## src/rtl/adder_sched_pkg.sv

```systemverilog
// Shared types and constants for the word-serial two-requester adder.
package adder_sched_pkg;

  localparam int unsigned WORD_W        = 16;
  localparam int unsigned WORDS_MAX_DEF = 4;
  localparam int unsigned LEN_W         = 2;

  typedef enum logic [1:0] {
    IDLE = 2'd0,
    RUN  = 2'd1,
    DONE = 2'd2
  } state_t;

  // Limit a requested word count (minus one) to what the instance can hold.
  function automatic logic [LEN_W-1:0] clamp_len(input logic [LEN_W-1:0] len,
                                                 input int unsigned      words_max);
    logic [LEN_W-1:0] lim;
    lim = LEN_W'(words_max - 1);
    return (len > lim) ? lim : len;
  endfunction

endpackage

```

## src/rtl/adder_sched_ripple.sv

```systemverilog
// Single 16-bit ripple-carry adder, the only arithmetic unit of the scheduler.
module sixteenbit_ripple
  import adder_sched_pkg::*;
(
  input  logic [WORD_W-1:0] a,
  input  logic [WORD_W-1:0] b,
  input  logic              cin,
  output logic [WORD_W-1:0] sum_c,
  output logic              cout_c
);

  logic [WORD_W:0] carry;

  assign carry[0] = cin;

  for (genvar i = 0; i < WORD_W; i++) begin : g_fa
    assign sum_c[i]     = a[i] ^ b[i] ^ carry[i];
    assign carry[i + 1] = (a[i] & b[i]) | (carry[i] & (a[i] ^ b[i]));
  end

  assign cout_c = carry[WORD_W];

endmodule

```

## src/rtl/adder_sched.sv

```systemverilog
// Two-requester multi-word adder: round-robin grant, then one 16-bit word per
// cycle through a shared ripple adder, result held until the consumer takes it.
module adder_sched
  import adder_sched_pkg::*;
#(
  parameter int unsigned WORDS_MAX = WORDS_MAX_DEF
) (
  input  logic                          clk,
  input  logic                          reset,
  input  logic                          req_valid0,
  input  logic                          req_valid1,
  output logic                          req_ready0,
  output logic                          req_ready1,
  input  logic [WORD_W*WORDS_MAX-1:0]   req_x0,
  input  logic [WORD_W*WORDS_MAX-1:0]   req_x1,
  input  logic [WORD_W*WORDS_MAX-1:0]   req_y0,
  input  logic [WORD_W*WORDS_MAX-1:0]   req_y1,
  input  logic [LEN_W-1:0]              req_len0,
  input  logic [LEN_W-1:0]              req_len1,
  input  logic                          req_cin0,
  input  logic                          req_cin1,
  output logic                          rsp_valid,
  input  logic                          rsp_ready,
  output logic                          rsp_id,
  output logic [WORD_W*WORDS_MAX-1:0]   rsp_sum,
  output logic                          rsp_cout
);

  localparam int unsigned IDX_W = (WORDS_MAX > 1) ? $clog2(WORDS_MAX) : 1;

  state_t state_q, state_d;

  logic                             last_q;
  logic                             grant0_c, grant1_c, accept_c, sel_c;
  logic [WORDS_MAX-1:0][WORD_W-1:0] x_q, y_q, sum_q;
  logic [IDX_W-1:0]                 k_q, len_q;
  logic                             cin_q, carry_q, cout_q, id_q, valid_q;
  logic [WORD_W-1:0]                add_sum_c;
  logic                             add_cin_c, add_cout_c;
  logic                             last_word_c;

  // Round-robin arbitration; a tie goes to the requester not granted last.
  always_comb begin
    grant0_c = 1'b0;
    grant1_c = 1'b0;
    if ((state_q == IDLE) && !reset) begin
      if (req_valid0 && req_valid1) begin
        grant0_c = last_q;
        grant1_c = !last_q;
      end else begin
        grant0_c = req_valid0;
        grant1_c = req_valid1;
      end
    end
  end

  assign accept_c    = grant0_c | grant1_c;
  assign sel_c       = grant1_c;
  assign req_ready0  = grant0_c;
  assign req_ready1  = grant1_c;
  assign last_word_c = (k_q == len_q);

  // Word 0 takes the requester's carry-in; later words chain the stored carry.
  assign add_cin_c = (k_q == '0) ? cin_q : carry_q;

  sixteenbit_ripple u_add (
    .a      (x_q[k_q]),
    .b      (y_q[k_q]),
    .cin    (add_cin_c),
    .sum_c  (add_sum_c),
    .cout_c (add_cout_c)
  );

  always_ff @(posedge clk) begin
    if (reset) state_q <= IDLE;
    else       state_q <= state_d;
  end

  always_comb begin
    state_d = state_q;
    unique case (state_q)
      IDLE:    if (accept_c)    state_d = RUN;
      RUN:     if (last_word_c) state_d = DONE;
      DONE:    if (rsp_ready)   state_d = IDLE;
      default:                  state_d = IDLE;
    endcase
  end

  // Operand capture, per-word accumulation and response registers.
  always_ff @(posedge clk) begin
    if (reset) begin
      last_q  <= 1'b1;
      id_q    <= 1'b0;
      x_q     <= '0;
      y_q     <= '0;
      cin_q   <= 1'b0;
      len_q   <= '0;
      k_q     <= '0;
      carry_q <= 1'b0;
      sum_q   <= '0;
      cout_q  <= 1'b0;
      valid_q <= 1'b0;
    end else begin
      valid_q <= (state_d == DONE);
      if (accept_c) begin
        last_q  <= sel_c;
        id_q    <= sel_c;
        x_q     <= sel_c ? req_x1 : req_x0;
        y_q     <= sel_c ? req_y1 : req_y0;
        cin_q   <= sel_c ? req_cin1 : req_cin0;
        len_q   <= IDX_W'(clamp_len(sel_c ? req_len1 : req_len0, WORDS_MAX));
        k_q     <= '0;
        carry_q <= 1'b0;
        sum_q   <= '0;
        cout_q  <= 1'b0;
      end
      if (state_q == RUN) begin
        sum_q[k_q] <= add_sum_c;
        carry_q    <= add_cout_c;
        if (last_word_c) cout_q <= add_cout_c;
        else             k_q    <= k_q + IDX_W'(1);
      end
    end
  end

  assign rsp_valid = valid_q;
  assign rsp_id    = id_q;
  assign rsp_sum   = sum_q;
  assign rsp_cout  = cout_q;

endmodule

```

## config.mk

```make
export PLATFORM = sky130hd
export DESIGN_NAME = adder_sched
export DESIGN_NICKNAME = d
export VERILOG_FILES = /design/src/rtl/adder_sched_pkg.sv /design/src/rtl/adder_sched_ripple.sv /design/src/rtl/adder_sched.sv
export SDC_FILE = /design/constraint.sdc
export NUM_CORES = 1
export LEC_CHECK = 0
export ABC_AREA = 1
export BUFFER_PORTS_ARGS = -buffer_cell sky130_fd_sc_hd__buf_2
export CORE_ASPECT_RATIO = 1.2
export CORE_MARGIN = 3
export CORE_UTILIZATION = 46
export CTS_CLUSTER_SIZE = 12
export DETAILED_ROUTE_END_ITERATION = 16
export MAX_ROUTING_LAYER = met4
export PLACE_DENSITY = 0.77
export SYNTH_ARGS = -nofsm -noshare
export SYNTH_HDL_FRONTEND = slang
export SYNTH_SLANG_ARGS = --single-unit
```

## constraint.sdc

```tcl
create_clock -name clk -period 8.7 [get_ports clk]
set_input_delay 1.74 -clock clk [delete_from_list [all_inputs] [get_ports clk]]
set_output_delay 1.74 -clock clk [all_outputs]
set_load 0.005 [all_outputs]
```

**After elaboration in Yosys (flattened, before gate mapping)**

Cells that the tools add are included.

- Register bits after elaboration: 204
- Input bits: 267
- Output and inout bits: 69

- Add/sub/neg operators: 1
- $lt $le $gt $ge: 3
- Eq/ne operators: 4
- Mux-type cells: 32
- Bitwise operators: 81
- Reductions and logical operators: 8

Operator list:

| kind | count |
|---|---|
| $mux W64 | 5 |
| $bmux W16 S2 | 2 |
| $bwmux W64 | 1 |
| $mux W16 | 3 |
| $and A1 B1 Y1 | 32 |
| $demux W16 S2 | 1 |
| $xor A1 B1 Y1 | 32 |
| $or A1 B1 Y1 | 17 |
| $mux W2 | 8 |
| $mux W1 | 11 |
| $pmux W2 S3 | 1 |
| $eq A2 B2 Y1 const B | 2 |
| $logic_not A2 Y1 | 2 |
| $logic_and A1 B1 Y1 | 3 |
| $lt A2 B3 Y1 const B | 1 |
| $add A2 B1 Y2 const B | 1 |
| $eq A2 B1 Y1 const B | 1 |
| $eq A2 B2 Y1 | 1 |
| $ge A2 B1 Y1 const B | 1 |
| $gt A2 B2 Y1 const B | 1 |
| $logic_not A1 Y1 | 2 |
| $reduce_bool A2 Y1 | 1 |

**Depth between registers and ports, before layout**

- Depth in word-level cells: 37
- Depth in mapped cells: 27

**By module**

From an unflattened synthesis, not the netlist that was laid out.

- Cell total of the unflattened synthesis: 1,557
- Area total of the unflattened synthesis: 10,232.3 um^2

Modules (own cells, without submodules):

| module | instances | cells each | area each (um^2) |
|---|---|---|---|
| adder_sched | 1 | 1,531 | 9,874.5 |
| sixteenbit_ripple | 1 | 26 | 357.8 |

**Worst setup path before layout**

OpenSTA, ideal clock, no wires.

- Kind: reg2reg
- Start: register k_q[0]
- End: register sum_q, in the netlist rsp_sum[15]
- Setup time: 0.070 ns
- Arrival: 8.715 ns
- Setup slack: -0.085 ns
- Stages on the path, launching flop included: 28
- Clock period less this slack: 8.785 ns
- Cells stage by stage: dfxtp_1 inv_1 buf_2 buf_1 ha_1 mux2_2 fa_1 fa_1 fa_1 fa_1 fa_1 fa_1 fa_1 fa_1 fa_1 fa_1 fa_1 fa_1 fa_1 inv_1 fa_1 inv_1 fa_1 inv_1 fa_1 inv_1 o21ai_0 a21oi_1

- Longest elaborated chain between the ends: 36
- Elaborated cells on any way between the ends: 75
- Those cells by class: order compare: 2; mux: 9; bitwise: 62; reduce/logical: 2

Ends and longest elaborated chain:

| item | RTL line | RTL |
|---|---|---|
| from (decl) | adder_sched.sv:36 | `logic [IDX_W-1:0] k_q, len_q;` |
| from (signal assigned) | adder_sched.sv:121 | `else k_q <= k_q + IDX_W'(1);` |
| $bmux W16 S2, on equally long branches | adder_sched.sv:67, adder_sched.sv:68 |  |
| $mux W16, on equally long branches | adder_sched.sv:67, adder_sched.sv:68 |  |
| $xor A1 B1 Y1 | adder_sched_ripple.sv:18 | `assign carry[i + 1] = (a[i] & b[i]) \| (carry[i] & (a[i] ^ b[i]));` |
| $and A1 B1 Y1 | adder_sched_ripple.sv:18 |  |
| $or A1 B1 Y1 | adder_sched_ripple.sv:18 |  |
| $and A1 B1 Y1 | adder_sched_ripple.sv:18 |  |
| $or A1 B1 Y1 | adder_sched_ripple.sv:18 |  |
| $and A1 B1 Y1 | adder_sched_ripple.sv:18 |  |
| [... 20 more ...] | - |  |
| $or A1 B1 Y1 | adder_sched_ripple.sv:18 |  |
| $and A1 B1 Y1 | adder_sched_ripple.sv:18 |  |
| $or A1 B1 Y1 | adder_sched_ripple.sv:18 |  |
| $and A1 B1 Y1 | adder_sched_ripple.sv:18 |  |
| $or A1 B1 Y1 | adder_sched_ripple.sv:18 |  |
| $xor A1 B1 Y1 | adder_sched_ripple.sv:17 | `assign sum_c[i] = a[i] ^ b[i] ^ carry[i];` |
| $bwmux W64 (*) | adder_sched.sv:118 | `sum_q[k_q] <= add_sum_c;` |
| $mux W64 (*) | adder_sched.sv:117 | `if (state_q == RUN) begin` |
| to (signal, indexed assignment) | adder_sched.sv:118 |  |
| to (decl) | adder_sched.sv:35 | `logic [WORDS_MAX-1:0][WORD_W-1:0] x_q, y_q, sum_q;` |

Mark *: on every way between the ends. The rest lies on a longest branch, timed or not. The select of a mux whose other input is x is not followed.
A chain may end at the register's enable or synchronous reset.

**Worst setup path after layout**

- Start: register k_q[1]
- End: register sum_q, in the netlist rsp_sum[31]

The elaborated chain is that of the path after synthesis.

==> results.json <==
{
  "io_buffers": 335,
  "dieArea_mm2": 0.0240,
  "drtIter0Drc": 955,
  "slew_viol_final": 0,
  "fin_cells": 2073,
  "via_count": 10700,
  "worstHoldPathType": "reg2reg",
  "vdd_drop_max_mv": 0.145,
  "cpPeakStageDelay_ps": 470,
  "synthTopCellsByArea": "dfxtp_1 (40%), nand2_1 (18%), nor2_1 (12%), o21ai_0 (11%), a21oi_1 (3.6%)",
  "register_area_mm2": 0.00409,
  "h-tree-depth": 1,
  "fin_crit_sh": 0.951,
  "cts_tree": "done",
  "tightestPinTransition_ps": 1220,
  "p_per_area_mw_per_mm2": 202,
  "syn-num-nets": 1827,
  "outcome": "finished, final reports clean",
  "whs_ps": 459,
  "grt_max_degree": 132,
  "cp_slowest_cell": "fa_1",
  "syn_inst": 1540,
  "p_leak_nw": 6.12,
  "setup_viol": 0,
  "synth.most_common_cell": "nand2_1",
  "diodes": 0,
  "syn_avg_cell_area_um2": 6.61,
  "maxCapViolations": 0,
  "max_freq_ghz": 0.121,
  "crit_fanout": 4,
  "io_pins": 336,
  "critical_path.top_delay_family": "adder cells",
  "netlist_area_mm2": 0.0102,
  "ant_nets": 0,
  "cp-start-kind": "register",
  "end_kind": "register",
  "critPathArrivalTime_ps": 8670,
  "initial_core_util": 0.469,
  "clock_sinks": 204,
  "path_buf_inv": 5,
  "setup-tns-final_ps": 0,
  "antenna_found_initial": 0,
  "core_mm2": 0.0217,
  "drive_gt1_frac": 0.217,
  "gp_congestion": 0.907,
  "grt_pass1_wl_um": 49200,
  "dpl.hpwl_um": 23000,
  "grt_pass1_vias": 9619,
  "skew_ps": 19.5,
  "synth_seq_area_share": 0.401,
  "clk_path_buf_depth": 3,
  "grt_usage": 0.258,
  "die_h_um": 169,
  "dp.cells": 2042,
  "fp-row-count": 59,
  "yosysUniqueCellTypes": 28,
  "clk_latency_ps": 490,
  "dr.pass1.iters": 6,
  "synth-seq-cells": 204,
  "synth_commonest_cells": "nand2_1 (485), nor2_1 (319), o21ai_0 (230), dfxtp_1 (204), a21oi_1 (74)",
  "cts_made_buffers": 21,
  "post_cts_buffers": 0,
  "cts_resized": 0,
  "crit_type": "reg2reg",
  "finalHoldViolCount": 0,
  "die_x_um": 142,
  "yosys_warnings": 0,
  "grt-ovfl-total": 0,
  "viasPerCell": 5.18,
  "wl_per_cell_um": 15.5,
  "rsz0062_at_grt": "no",
  "fillCellCount": 2177,
  "path_common_cell": "fa_1",
  "synth_top_cell_by_area": "dfxtp_1",
  "required_ps": 9090,
  "synth-edff-count": 0,
  "fin_nets": 2078,
  "clk_pin_slew_ps": 60,
  "synth_ff_type": "dfxtp_1",
  "hold_buffers": 0,
  "synth_top_area_share": 0.401,
  "routed_wl_um": 32000,
  "synthArstFlopShare": 0,
  "syn2layout_area_growth_pct": 20.4,
  "cts-root-buf": "clkbuf_16",
  "multi_input_area_mm2": 0.00539,
  "slew_headroom": 0.185,
  "drc_errors": 0,
  "period_minus_slack_ps": 8270
}
-- worst reg2reg max path, delay by kind of cell (launching register included) --
kind / cells / cell delay (ps)
adder cells (fa/ha/maj): 17 / 6850
buffers and inverters: 5 / 420
flip-flops: 1 / 350
multiplexers: 1 / 300
AO/OA/AOI/OAI: 2 / 280
-- per-layer routing --
metal	track usage	up-vias	routed length, µm
li1	-	5436	-
met1	0.342	4819	13700
met2	0.411	428	15000
met3	0.0365	58	2410
met4	0.0776	0	887
met5	-	-	0
-- kinds of logic (layout without fill, tap and decap cells) --
family,count (synthesis),after routing,share of synthesized area
flip-flops,204,204,0.401
adder cells (fa/ha/maj),20,20,0.0364
AO/OA/AOI/OAI,360,360,0.183
multiplexers,1,1,0.00111
AND/OR/NAND/NOR,819,819,0.305
XOR/XNOR,2,2,0.00172
buffers and inverters,134,393,0.0720
-- cell type report --
type                            count  area share
Clock buffer                       30      0.0481
Clock inverter                      1    0.000714
Inverter                           16     0.00551
Multi-Input combinational cell   1202       0.440
Sequential cell                   204       0.333
Tap cell                          274      0.0280
Timing Repair Buffer              346       0.145
-- layout by cell type (no fill, tap or decap), drive strengths merged --
master | Yosys | routed
nand2 | 488 | 488
buf | 66 | 346
nor2 | 322 | 322
o21ai | 252 | 252
dfxtp | 204 | 204
a21oi | 74 | 74
clkbuf | 52 | 30
o22ai | 28 | 28
inv | 15 | 16
fa | 16 | 16
nand3 | 8 | 8
a32o | 4 | 4
ha | 4 | 4
xnor2 | 2 | 2
clkinv | 1 | 1
mux2 | 1 | 1
a21boi | 1 | 1
nand3b | 1 | 1
o211ai | 1 | 1
-- worst paths after layout --
check,startpoint,to,slack [ps],cells after the start
max reg2reg,k_q[1],rsp_sum[31],430,25
max,k_q[1],rsp_sum[31],430,25
min reg2reg,rsp_sum[49],rsp_sum[49],460,2
min,rsp_sum[49],rsp_sum[49],460,2
-- state kept, by name, summed over array words and instances, names as in the netlist, 2 cells and up --
name,count
y_q,64
rsp_sum,64
len_q,2
k_q,2
state_q,2
x_q,64
-- where the power goes --
part | internal [mW] | total [mW] | switching (mW) | leakage, nW
Combinational | 0.210 | 0.592 | 0.382 | 4.15
Clock | 0.465 | 0.806 | 0.341 | 0.292
Sequential | 1.02 | 1.08 | 0.0524 | 1.67
-- through the flow --
stage          worst slack (ps)   util  total power, mW  instance area [µm²]
2_1_floorplan              54.7      -             1.45                10200
3_3_place_gp                202  0.537             1.67                11600
3_5_place_dp               66.4  0.537             1.68                11600
4_1_cts                    24.2  0.564             2.48                12200
5_1_grt                    22.7  0.565             2.60                12300
6_report                    425  0.565             2.48                12300
(Power assumes the default switching activity.)
